<file path="config.mk">
export PLATFORM = sky130hd
export DESIGN_NAME = uart_tx
export DESIGN_NICKNAME = d
export VERILOG_FILES = /design/src/rtl/uart_tx.sv
export SDC_FILE = /design/constraint.sdc
export NUM_CORES = 1
export LEC_CHECK = 0
export ABC_AREA = 1
export CELL_PAD_IN_SITES_DETAIL_PLACEMENT = 1
export CELL_PAD_IN_SITES_GLOBAL_PLACEMENT = 1
export CORE_MARGIN = 2
export CORE_UTILIZATION = 40
export DETAILED_ROUTE_END_ITERATION = 10
export DONT_BUFFER_PORTS = 1
export GPL_ROUTABILITY_DRIVEN = 1
export PLACE_DENSITY_LB_ADDON = 0.25
export SYNTH_ARGS = -nofsm -noshare
export SYNTH_HDL_FRONTEND = slang
export SYNTH_SLANG_ARGS = --single-unit
</file>
<file path="constraint.sdc">
create_clock -name clk -period 1.42 [get_ports clk]
set_input_delay 0.284 -clock clk [delete_from_list [all_inputs] [get_ports clk]]
set_output_delay 0.284 -clock clk [all_outputs]
set_load 0.01 [all_outputs]
</file>
<file path="src/rtl/uart_tx.sv">
// UART transmitter: start bit, LSB-first data, odd parity, stop bit, paced by the s_ticks oversampling tick.
// tx is registered (1 clk from acceptance to the start-bit edge); tx_start is ignored while busy.
module uart_tx #(
  parameter int Data_bits = 9,
  parameter int Dt_ticks  = 16,
  parameter int Sp_ticks  = 16
) (
  input  logic                 clk,
  input  logic                 Reset,
  input  logic                 s_ticks,
  input  logic                 tx_start,
  input  logic [Data_bits-2:0] data_in,
  output logic                 tx,
  output logic                 tx_busy,
  output logic                 tx_done_tick
);

  localparam int DW   = Data_bits - 1;
  localparam int MaxT = (Dt_ticks > Sp_ticks) ? Dt_ticks : Sp_ticks;
  localparam int TW   = (MaxT > 2) ? $clog2(MaxT) : 1;
  localparam int BW   = (Data_bits > 2) ? $clog2(Data_bits) : 1;

  typedef enum logic [2:0] {
    S_IDLE,
    S_START,
    S_DATA,
    S_PARITY,
    S_STOP
  } state_t;

  state_t        r_state, w_state_nxt;
  logic [TW-1:0] r_tick, w_tick_nxt;
  logic [BW-1:0] r_bit, w_bit_nxt;
  logic [DW-1:0] r_shift, w_shift_nxt, w_shifted;
  logic          r_parity, w_parity_nxt;
  logic          r_tx, w_tx_nxt;
  logic          w_done;
  logic          w_dt_last, w_sp_last;

  assign w_dt_last = s_ticks && (r_tick == TW'(Dt_ticks - 1));
  assign w_sp_last = s_ticks && (r_tick == TW'(Sp_ticks - 1));
  assign w_shifted = r_shift >> 1;

  always_ff @(posedge clk) begin
    if (Reset) begin
      r_state  <= S_IDLE;
      r_tick   <= '0;
      r_bit    <= '0;
      r_shift  <= '0;
      r_parity <= 1'b0;
      r_tx     <= 1'b1;
    end else begin
      r_state  <= w_state_nxt;
      r_tick   <= w_tick_nxt;
      r_bit    <= w_bit_nxt;
      r_shift  <= w_shift_nxt;
      r_parity <= w_parity_nxt;
      r_tx     <= w_tx_nxt;
    end
  end

  always_comb begin
    w_state_nxt  = r_state;
    w_tick_nxt   = r_tick;
    w_bit_nxt    = r_bit;
    w_shift_nxt  = r_shift;
    w_parity_nxt = r_parity;
    w_tx_nxt     = r_tx;
    w_done       = 1'b0;
    case (r_state)
      S_IDLE: begin
        w_tx_nxt = 1'b1;
        if (tx_start) begin
          w_shift_nxt  = data_in;
          w_parity_nxt = ~(^data_in);
          w_tick_nxt   = '0;
          w_state_nxt  = S_START;
          w_tx_nxt     = 1'b0;
        end
      end
      S_START: begin
        if (w_dt_last) begin
          w_tick_nxt  = '0;
          w_bit_nxt   = '0;
          w_state_nxt = S_DATA;
          w_tx_nxt    = r_shift[0];
        end else if (s_ticks) begin
          w_tick_nxt = r_tick + TW'(1);
        end
      end
      S_DATA: begin
        if (w_dt_last) begin
          w_tick_nxt  = '0;
          w_shift_nxt = w_shifted;
          if (r_bit == BW'(Data_bits - 2)) begin
            w_state_nxt = S_PARITY;
            w_tx_nxt    = r_parity;
          end else begin
            w_bit_nxt = r_bit + BW'(1);
            w_tx_nxt  = w_shifted[0];
          end
        end else if (s_ticks) begin
          w_tick_nxt = r_tick + TW'(1);
        end
      end
      S_PARITY: begin
        if (w_dt_last) begin
          w_tick_nxt  = '0;
          w_state_nxt = S_STOP;
          w_tx_nxt    = 1'b1;
        end else if (s_ticks) begin
          w_tick_nxt = r_tick + TW'(1);
        end
      end
      S_STOP: begin
        // Done fires in the last stop-tick cycle; busy stays high until idle is reached.
        if (w_sp_last) begin
          w_tick_nxt  = '0;
          w_state_nxt = S_IDLE;
          w_tx_nxt    = 1'b1;
          w_done      = 1'b1;
        end else if (s_ticks) begin
          w_tick_nxt = r_tick + TW'(1);
        end
      end
      default: begin
        w_state_nxt = S_IDLE;
        w_tx_nxt    = 1'b1;
      end
    endcase
  end

  assign tx           = r_tx;
  assign tx_busy      = (r_state != S_IDLE);
  assign tx_done_tick = w_done;

endmodule

</file>
==> flow_summary.ini <==
[sta]
fin_crit_ns = 1.56
hold_ws_ns = 0.0621
skew_ns = 0.00415
min_period_over_period_pct = 110
drv_slew = 0
finalSetupTns_ns = -0.921
setup_slack_ns = -0.136
grt_setup_unrepaired = true
hold_viol_final = 0
setup_viol = 15
max_freq_ghz = 0.643
slew_headroom_pct = 68.7
tightestPinTransition_ns = 0.470

[synthesis]
netlist_instances = 225
synth_fp_nets = 239
synth_area_um2 = 1470
yosysSeqAreaShare_pct = 28.6
synth.top_cell.area_share_pct = 28.6
yosysWarnings = 0
synthTopCellsByArea = dfxtp_1 (29%), nand2_1 (17%), nor2_1 (7.1%)
synth_xor_area_share_pct = 7.74
synth_area_per_cell_um2 = 6.54
yosys.cell_types.count = 28
ys_ff_latch = 21
synthAdderAreaFrac_pct = 1.70
synth_top_family_by_area = simple AND/OR/NAND/NOR gates
synth-compound-area-share_pct = 7.48
synth_area_leader_cell = dfxtp_1
synthMuxAreaShare_pct = 0
synthSimpleGateAreaFrac_pct = 44.8

[placement]
placed_cells = 275
placed_area_um2 = 1560
portBuffers = 0
dpl.hpwl_um = 2870
place_ws_ns = -0.0193
gp_congestion = 0.813

[layout]
stdcell_area_um2 = 1850
n_fill_cell = 460
n_antenna_cell = 0
drive_gt1_share_pct = 31.5
final_common_cell = nand2_1
fin_util_pct = 51.4
nets = 253
area_growth_pct = 25.9
layout_common_cells = nand2_1 (64), nor2_1 (20), inv_1 (17)
instances_no_fill = 286

[outcome]
violations = setup timing
status = complete, but fails checks

[worst_setup_path]
reg2reg_setup_slack_ns = -0.10
r2r-end = r_shift[0]$_SDFFE_PP0P_
path_buf_inv = 2
crit_required_ns = 1.14
start_kind = flip-flop
critPathTopFamily = flip-flops
cp.depth = 6
slowest_delay_ns = 0.36
crit_arrival_ns = 1.27
critPathSlowestCell = dfxtp_2
crit_chain = ha_4 -> nand2_4 -> nor2_8 -> inv_2 -> nor4_4 -> buf_4
criticalPathCategory = flip-flop to output pin
rr_worst_depth = 10
cp-end-kind = output pin
r2r_start = r_tick[1]$_SDFFE_PP0P_
crit_start = r_tick[1]$_SDFFE_PP0P_
crit_fanout = 2
crit_end = tx_done_tick

[die]
num_io_pins = 15
die_h_um = 64.7
fp.dieW_um = 64.7
die_area_um2 = 4180
fp-row-count = 22
start_util_pct = 40.8
core_um2 = 3610

[power_and_ir_drop]
p_total_mw = 3.82
p_leak_nw = 0.828
ir_worst_vdd_v = 0.000654
p_per_area_nw_per_um2 = 2060

[detailed_routing]
drc = 0
ant_nets = 0
vias = 1432
drtPass1Iterations = 4
drt_iter0_drc = 60
vias_per_cell = 5.01
routedWlPerCell_um = 14.5
wl_um = 4140

[clocking]
cts_buffers = 3
clkTransAtPathRegs_ns = 0.08
insertion_delay_ns = 0.26
cts_max_path_buffers = 2
tritoncts = yes
root_buffer = clkbuf_8
htree_levels = 1
cts_sinks = 21

[job]
maxCapViolations = 0

[global_route]
grt_max_degree = 13
grt_pass1_wl_um = 6830
grt_pass1_vias = 1518
grtUsageTotal_pct = 21.0
grt_antenna_before_repair = 0
grt_overflow = 0

[worst_hold_path]
hold_path_class = input pin to flip-flop
holdCritStartpoint = Reset
==> timing repair <==
item	CTS	global route
setup endpoints to repair	8	21
buffers inserted	2	4
gates resized for setup	8	48
hold buffers	0	0
pin swaps	3	16
gates cloned	1	0
==> worst reg2reg max path, stage by stage, from the launching register on <==
cell and delay [ns]:
dfxtp_2 0.34, ha_4 0.17, nand2_4 0.08, nor2_8 0.05
buf_4 0.13, buf_6 0.13, nor2_4 0.20, nor2_8 0.09
inv_8 0.13, nor2_4 0.04, nor2_1 0.10
==> Yosys cell counts (all sizes together) <==
master and instances:
nand2 74, nand3 21, o21bai 1, o211ai 1, a21oi 7, xor2 7
nor4 1, xnor2 6, dfxtp 21, nor2 36, ha 2, nor3 2
buf 4, inv 22, clkbuf 5, nand4 2, o21ai 11, nand3b 2
==> final cells by class <==
class	instances	area [um^2]	area share, %
multi-input cells	174	1090	58.8
repair buffers	17	139	7.49
clock buffers	4	45.0	2.43
well taps	48	60.1	3.24
flip-flops and latches	21	427	23.0
inverters	22	92.6	5.00
==> registers in the layout, indices dropped and copies added, names as in the netlist <==
register / cells
tx: 1
r_state: 3
r_shift: 8
r_tick: 4
r_bit: 4
r_parity: 1
==> metal layers <==
layer  vias up  wire (um)  GRT usage [%]  part of all wire [%]
met5         -          0              0                     0
met4         0         57           6.38                   1.4
met3         5         90           2.78                   2.2
met2        16       2140           38.2                    52
met1       678       1850           25.7                    45
li1        733          -              -                     -
==> logic make-up after synthesis <==
| family | count (synthesis) |
|---|---|
| compound gates | 20 |
| flops | 21 |
| buf+inv | 31 |
| simple gates | 138 |
| fa+ha+maj | 2 |
| xor+xnor | 13 |
==> power breakdown <==
| part | total [mW] | switching, mW | internal, mW |
|---|---|---|---|
| logic | 2.47 | 1.57 | 0.898 |
| clock network | 0.400 | 0.200 | 0.200 |
| registers | 0.944 | 0.168 | 0.776 |
==> worst min path at each step <==
stage                     cells after the start                endpoint  slack (ns)
after floorplan                               2   r_parity$_SDFFE_PP0P_        0.45
after global placement                        1  r_tick[1]$_SDFFE_PP0P_        0.36
after detailed placement                      1  r_tick[0]$_SDFFE_PP0P_        0.36
after CTS                                     1  r_tick[0]$_SDFFE_PP0P_        0.07
after global routing                          1  r_tick[0]$_SDFFE_PP0P_        0.05
final                                         1  r_tick[0]$_SDFFE_PP0P_        0.06
No activity file was read; power rests on OpenSTA's default activity.
